[config.mk]
export PLATFORM = sky130hd
export DESIGN_NAME = pipeline_stall_ctrl_flat
export DESIGN_NICKNAME = d
export VERILOG_FILES = /design/src/rtl/pipeline_stall_ctrl_if.sv /design/src/rtl/pipeline_stall_ctrl.sv /design/src/flat_wrapper.sv
export SDC_FILE = /design/constraint.sdc
export NUM_CORES = 1
export LEC_CHECK = 0
export BUFFER_PORTS_ARGS = -buffer_cell sky130_fd_sc_hd__buf_4
export CORE_ASPECT_RATIO = 1.1
export CORE_UTILIZATION = 45
export DETAILED_ROUTE_END_ITERATION = 8
export PLACE_DENSITY_LB_ADDON = 0.25
export SLEW_MARGIN = 10
export SYNTH_ARGS = -nofsm -noshare
export SYNTH_HDL_FRONTEND = slang
export SYNTH_SLANG_ARGS = --single-unit
export TNS_END_PERCENT = 30
[constraint.sdc]
create_clock -name clk -period 4 [get_ports clk]
set_input_delay 0.8 -clock clk [delete_from_list [all_inputs] [get_ports clk]]
set_output_delay 0.8 -clock clk [all_outputs]
set_load 0.05 [all_outputs]
[src/rtl/pipeline_stall_ctrl_if.sv]
// Signal bundle between the MIPS pipeline and pipeline_stall_ctrl.
// The pipeline (master) presents the ID/EX decode facts; the controller
// (slave) returns PC/pipeline-register controls, mul/div strobes and
// the performance counters.
interface pipeline_stall_ctrl_if;
  logic [4:0]  id_rs_a;
  logic [4:0]  id_rt_a;
  logic        id_is_muldiv;
  logic        id_is_div;
  logic        id_reads_hilo;
  logic        ex_MemRead;
  logic [4:0]  ex_rt_a;
  logic        ex_branch_taken;

  logic        pc_write;
  logic        if_id_write;
  logic        if_id_flush;
  logic        id_ex_bubble;
  logic        md_start;
  logic        md_is_div;
  logic        md_busy;
  logic        hilo_we;
  logic [31:0] stall_cycles;
  logic [31:0] flush_count;

  modport master (
    output id_rs_a, id_rt_a, id_is_muldiv, id_is_div, id_reads_hilo,
           ex_MemRead, ex_rt_a, ex_branch_taken,
    input  pc_write, if_id_write, if_id_flush, id_ex_bubble,
           md_start, md_is_div, md_busy, hilo_we,
           stall_cycles, flush_count
  );

  modport slave (
    input  id_rs_a, id_rt_a, id_is_muldiv, id_is_div, id_reads_hilo,
           ex_MemRead, ex_rt_a, ex_branch_taken,
    output pc_write, if_id_write, if_id_flush, id_ex_bubble,
           md_start, md_is_div, md_busy, hilo_we,
           stall_cycles, flush_count
  );
endinterface

[src/rtl/pipeline_stall_ctrl.sv]
// Pipeline sequencing controller for the 5-stage MIPS core.
// Resolves load-use hazards, applies branch flushes and sequences the
// multi-cycle mul/div unit, stalling HI/LO consumers in ID until the
// result is written.
// Optional feature macro: PIPE_PERF_CNT_EN enables the saturating
// stall_cycles / flush_count counters; when undefined both read 0.
module pipeline_stall_ctrl #(
  parameter int MUL_LATENCY = 4,
  parameter int DIV_LATENCY = 32
) (
  input  logic                 clk,
  input  logic                 rst_n,
  pipeline_stall_ctrl_if.slave bus
);

  typedef enum logic [1:0] {
    IDLE = 2'd0,
    BUSY = 2'd1,
    DONE = 2'd2
  } md_state_t;

  // The counter is loaded with latency-1 so BUSY lasts exactly L cycles.
  localparam logic [7:0] MUL_CNT_INIT = 8'(MUL_LATENCY - 1);
  localparam logic [7:0] DIV_CNT_INIT = 8'(DIV_LATENCY - 1);

  md_state_t  state, state_nxt;
  logic [7:0] cnt, cnt_nxt;
  logic       md_is_div_q, md_is_div_nxt;

  logic load_use;
  logic md_hazard;
  logic md_busy;
  logic md_start;
  logic hilo_we;
  logic pc_write;
  logic if_id_write;
  logic if_id_flush;
  logic id_ex_bubble;

  assign load_use  = bus.ex_MemRead && (bus.ex_rt_a != 5'd0) &&
                     ((bus.ex_rt_a == bus.id_rs_a) || (bus.ex_rt_a == bus.id_rt_a));
  assign md_busy   = (state != IDLE);
  assign md_hazard = md_busy && (bus.id_is_muldiv || bus.id_reads_hilo);
  // A running operation is older than the branch, so the branch never
  // aborts it; it only suppresses launching the wrong-path instruction.
  assign md_start  = bus.id_is_muldiv && !bus.ex_branch_taken && !load_use && !md_busy;

  // Pipeline control: flush beats stall beats normal flow.
  always_comb begin
    pc_write     = 1'b1;
    if_id_write  = 1'b1;
    if_id_flush  = 1'b0;
    id_ex_bubble = 1'b0;
    if (bus.ex_branch_taken) begin
      if_id_flush  = 1'b1;
      id_ex_bubble = 1'b1;
    end else if (load_use || md_hazard) begin
      pc_write     = 1'b0;
      if_id_write  = 1'b0;
      id_ex_bubble = 1'b1;
    end
  end

  // Mul/div sequencer state, latency counter and latched operation type.
  always_ff @(posedge clk or negedge rst_n) begin
    if (!rst_n) begin
      state       <= IDLE;
      cnt         <= 8'd0;
      md_is_div_q <= 1'b0;
    end else begin
      state       <= state_nxt;
      cnt         <= cnt_nxt;
      md_is_div_q <= md_is_div_nxt;
    end
  end

  // Mul/div sequencer next state: launch, count down, strobe HI/LO once.
  always_comb begin
    state_nxt     = state;
    cnt_nxt       = cnt;
    md_is_div_nxt = md_is_div_q;
    hilo_we       = 1'b0;
    case (state)
      IDLE: begin
        if (md_start) begin
          state_nxt     = BUSY;
          cnt_nxt       = bus.id_is_div ? DIV_CNT_INIT : MUL_CNT_INIT;
          md_is_div_nxt = bus.id_is_div;
        end
      end
      BUSY: begin
        if (cnt == 8'd0) begin
          state_nxt = DONE;
        end else begin
          cnt_nxt = cnt - 8'd1;
        end
      end
      DONE: begin
        hilo_we   = 1'b1;
        state_nxt = IDLE;
      end
      default: begin
        state_nxt = IDLE;
      end
    endcase
  end

  assign bus.pc_write     = pc_write;
  assign bus.if_id_write  = if_id_write;
  assign bus.if_id_flush  = if_id_flush;
  assign bus.id_ex_bubble = id_ex_bubble;
  assign bus.md_start     = md_start;
  assign bus.md_is_div    = md_is_div_q;
  assign bus.md_busy      = md_busy;
  assign bus.hilo_we      = hilo_we;

`ifdef PIPE_PERF_CNT_EN
  logic [31:0] stall_cnt_q;
  logic [31:0] flush_cnt_q;

  // Saturating counters of frozen-PC cycles and flush cycles.
  always_ff @(posedge clk or negedge rst_n) begin
    if (!rst_n) begin
      stall_cnt_q <= 32'd0;
      flush_cnt_q <= 32'd0;
    end else begin
      if (!pc_write && (stall_cnt_q != 32'hFFFF_FFFF)) begin
        stall_cnt_q <= stall_cnt_q + 32'd1;
      end
      if (if_id_flush && (flush_cnt_q != 32'hFFFF_FFFF)) begin
        flush_cnt_q <= flush_cnt_q + 32'd1;
      end
    end
  end

  assign bus.stall_cycles = stall_cnt_q;
  assign bus.flush_count  = flush_cnt_q;
`else
  assign bus.stall_cycles = 32'd0;
  assign bus.flush_count  = 32'd0;
`endif

endmodule

[src/flat_wrapper.sv]
// flat-port wrapper written by rule: the top's interface ports become plain ports
module pipeline_stall_ctrl_flat 
#(
  parameter int MUL_LATENCY = 4,
  parameter int DIV_LATENCY = 32
)
  (clk, rst_n, bus_id_rs_a, bus_id_rt_a, bus_id_is_muldiv, bus_id_is_div, bus_id_reads_hilo, bus_ex_MemRead, bus_ex_rt_a, bus_ex_branch_taken, bus_pc_write, bus_if_id_write, bus_if_id_flush, bus_id_ex_bubble, bus_md_start, bus_md_is_div, bus_md_busy, bus_hilo_we, bus_stall_cycles, bus_flush_count);
  pipeline_stall_ctrl_if bus_i ();
  input  logic clk;
  input  logic rst_n;
  input wire logic [$bits(bus_i.id_rs_a)-1:0] bus_id_rs_a;
  input wire logic [$bits(bus_i.id_rt_a)-1:0] bus_id_rt_a;
  input wire logic [$bits(bus_i.id_is_muldiv)-1:0] bus_id_is_muldiv;
  input wire logic [$bits(bus_i.id_is_div)-1:0] bus_id_is_div;
  input wire logic [$bits(bus_i.id_reads_hilo)-1:0] bus_id_reads_hilo;
  input wire logic [$bits(bus_i.ex_MemRead)-1:0] bus_ex_MemRead;
  input wire logic [$bits(bus_i.ex_rt_a)-1:0] bus_ex_rt_a;
  input wire logic [$bits(bus_i.ex_branch_taken)-1:0] bus_ex_branch_taken;
  output wire logic [$bits(bus_i.pc_write)-1:0] bus_pc_write;
  output wire logic [$bits(bus_i.if_id_write)-1:0] bus_if_id_write;
  output wire logic [$bits(bus_i.if_id_flush)-1:0] bus_if_id_flush;
  output wire logic [$bits(bus_i.id_ex_bubble)-1:0] bus_id_ex_bubble;
  output wire logic [$bits(bus_i.md_start)-1:0] bus_md_start;
  output wire logic [$bits(bus_i.md_is_div)-1:0] bus_md_is_div;
  output wire logic [$bits(bus_i.md_busy)-1:0] bus_md_busy;
  output wire logic [$bits(bus_i.hilo_we)-1:0] bus_hilo_we;
  output wire logic [$bits(bus_i.stall_cycles)-1:0] bus_stall_cycles;
  output wire logic [$bits(bus_i.flush_count)-1:0] bus_flush_count;
  assign bus_i.id_rs_a = bus_id_rs_a;
  assign bus_i.id_rt_a = bus_id_rt_a;
  assign bus_i.id_is_muldiv = bus_id_is_muldiv;
  assign bus_i.id_is_div = bus_id_is_div;
  assign bus_i.id_reads_hilo = bus_id_reads_hilo;
  assign bus_i.ex_MemRead = bus_ex_MemRead;
  assign bus_i.ex_rt_a = bus_ex_rt_a;
  assign bus_i.ex_branch_taken = bus_ex_branch_taken;
  assign bus_pc_write = bus_i.pc_write;
  assign bus_if_id_write = bus_i.if_id_write;
  assign bus_if_id_flush = bus_i.if_id_flush;
  assign bus_id_ex_bubble = bus_i.id_ex_bubble;
  assign bus_md_start = bus_i.md_start;
  assign bus_md_is_div = bus_i.md_is_div;
  assign bus_md_busy = bus_i.md_busy;
  assign bus_hilo_we = bus_i.hilo_we;
  assign bus_stall_cycles = bus_i.stall_cycles;
  assign bus_flush_count = bus_i.flush_count;
  pipeline_stall_ctrl #(.MUL_LATENCY(MUL_LATENCY), .DIV_LATENCY(DIV_LATENCY)) u_core (.clk(clk), .rst_n(rst_n), .bus(bus_i));
endmodule
==> out/results.tsv <==
metric	value	unit
worst_slew_pin_slew	0.775	ns
initial_core_util	48.8	%
maxCapViolCount	0	
synth-seq-cells	11	
slew_headroom	48.2	%
multiInputGateArea	835	um2
path_cells	buf_4 > xnor2_1 > nand3_1 > o22a_1 > o21ai_0 > inv_1 > buf_4	
synth.avg_cell_area	8.54	um2
synth_edf_count	0	
dr_total_vias	1021	
setup_tns	0	ns
final_max_slew_viol_count	0	
async_reset_ff_share	100	%
drtPass1Iterations	4	
grt_antenna_before_repair	0	
worst_setup_path_start_kind	primary input	
synth_flop_cell	dfrtp_1	
grtUsageTotal	15.1	%
cp_common_cell	buf_4	
area_growth	2.16	%
cell_internal_pwr	383	uW
grt_pass1_wl	3620	um
fp.dieArea	3320	um2
ant_nets	0	
synthesis.area	1390	um2
finalCritPeriodShare	76.8	%
fp-row-count	20	
cts.sink_count	11	
critical-path-max-stage-delay	0.53	ns
ys_seq_area_share	19.8	%
cts_hold_buf	0	
yosysWarnings	0	
crit_buf_inv	3	
worst_slack	0.928	ns
vias_per_cell	4.52	
drive_gt1_share	24.9	%
fillers	296	
path_class	primary input to output port	
overflow	0	
grt_pass1_vias	835	
dp_hpwl	1990	um
clock_power_share	9.5	%
dpl_cell_area	1400	um2
finalSetupViolations	0	
hold_viol_final	0	
diodes	0	
grt_max_degree	12	
cts_buffers	3	
ir_worst_vdd	0.408	mV
cts_tree	done	
rsz0062_at_grt	false	
pwr-share-comb	65.0	%
clkLatencyLatePin	0.28	ns
ctsResizeCount	0	
final_area	1420	um2
min_path_type	primary input to asynchronous set/reset pin	
crit_fanout	6	
die_w	55.0	um
route.detailed.drc	0	
root_buffer	clkbuf_4	
layout.nets	218	
cts_buffer_depth	2	
status	completed	
die_y	60.3	um
synthDistinctLibCells	44	
cts_setup_buffers	0	
cp_slowest_cell	o21ai_0	
p_switching	447	uW
dp_slack	0.908	ns
worst-endpoint-arrival	2.27	ns
core	2850	um2
p_leak	0.000718	uW
path_clk_slew	0.07	ns
crit_family	compound AO/OA/AOI/OAI gates	
seqPwrFrac	25.5	%
drtIter0Drc	31	
finClkSkew	0.00472	ns
power_density	584	nW/um2
swShare	53.8	%
cts-htree-levels	1	
worstPathRequired	3.20	ns
wl_per_cell	10.5	um
worst_setup_path_end_kind	output port	
wl	2380	um
port_buffers	29	
period_minus_slack	3.07	ns
area.sequential	275	um2
place.gp.congestion	0.822	
max_freq	325	MHz
ios	94	
synth_cells	163	
Yosys cell counts, types with 3 or more instances:
cell type / count / share of area [%]
xnor2_1: 12 / 7.6
o21ai_0: 3 / 1.1
nand2b_1: 3 / 1.3
nand2_1: 5 / 1.3
a21oi_1: 3 / 1.1
buf_4: 66 / 36
nand3_1: 3 / 1.1
o22ai_1: 3 / 1.3
dfrtp_1: 11 / 20
nor2b_1: 3 / 1.3
nor4_1: 3 / 1.3
inv_1: 4 / 1.1
nor2_1: 6 / 1.6
worst reg2reg max path, cell delays in order (launching register included):
cell	delay (ns)
dfrtp_1	0.44
nor2b_1	0.66
o31a_4	0.34
clkinv_1	0.15
a221oi_1	0.29
a311o_1	0.17
cells in the final DEF (no fill, tap or decap), types with 3 or more instances in the layout:
master    instances
nand3_1           3
nor4_1            3
nor2_1            6
a21oi_1           3
xnor2_1          12
nand2b_1          3
o22ai_1           3
dfrtp_1          11
conb_1           64
o21ai_0           3
clkbuf_4          3
inv_1             4
nand2_1           5
buf_4            30
nor2b_1           3
per-layer routing:
layer / global-route usage [%] / routed length [um] / vias up
met2: 25.6 / 1220 / 60
met5: 0 / 0 / -
met1: 18.6 / 925 / 467
li1: - / - / 487
met4: 5.00 / 30 / 0
met3: 3.05 / 208 / 7
final timing paths:
kind | slack [ns] | to | startpoint | depth (start not counted)
hold reg to reg | 0.52 | u_core.bus.md_is_div | u_core.bus.md_is_div | 1
setup reg to reg | 1.90 | u_core.cnt[3] | u_core.state[0] | 5
hold / removal | 0.34 | u_core.state[0] | rst_n | 1
max in group asynchronous | 3.51 | u_core.cnt[1] | rst_n | 1
setup / recovery | 0.93 | bus_md_start | bus_ex_rt_a[0] | 7
min in group clk | 0.52 | u_core.bus.md_is_div | u_core.bus.md_is_div | 1
layout make-up:
| type | count | share of cell area (%) |
|---|---|---|
| multi-input combinational | 143 | 58.7 |
| clock buffer | 4 | 1.85 |
| tap | 33 | 2.90 |
| sequential | 11 | 19.4 |
| timing repair buffer | 30 | 15.8 |
| inverter | 5 | 1.32 |
cells by family after synthesis:
| logic type | after synthesis | share of synthesized area, % |
|---|---|---|
| other | 1 | 0.270 |
| adders and majority gates | 2 | 1.80 |
| xor gates and xnor gates | 12 | 7.55 |
| DFF | 11 | 19.8 |
| and+or+nand+nor | 39 | 17.4 |
| muxes | 2 | 1.89 |
| buffers and inverters | 72 | 37.2 |
| AOI/OAI and AO/OA | 24 | 14.1 |
through the flow:
step                util [%]  total power (uW)  std cells  hold WS, ns
finish                  49.8               830        226        0.343
global route            49.8               890        226        0.349
CTS                     49.8               833        226        0.349
detailed placement      48.9               754        222        0.505
global placement        48.9               742        222        0.499
floorplan                  -               698        226        0.500
registers in the layout, summed over array words and instances, names as in the netlist:
name,cells
u_core.cnt,8
u_core.state,2
u_core.bus.md_is_div,1
power by group through the flow:
stage | Combinational, uW | Sequential, uW | Clock (uW)
6_report | 539 | 212 | 79.2
5_1_grt | 584 | 220 | 85.6
4_1_cts | 541 | 211 | 80.7
3_5_place_dp | 539 | 215 | 0
3_3_place_gp | 532 | 210 | 0
2_1_floorplan | 479 | 218 | 0
Power figures use the tool's default switching activity.
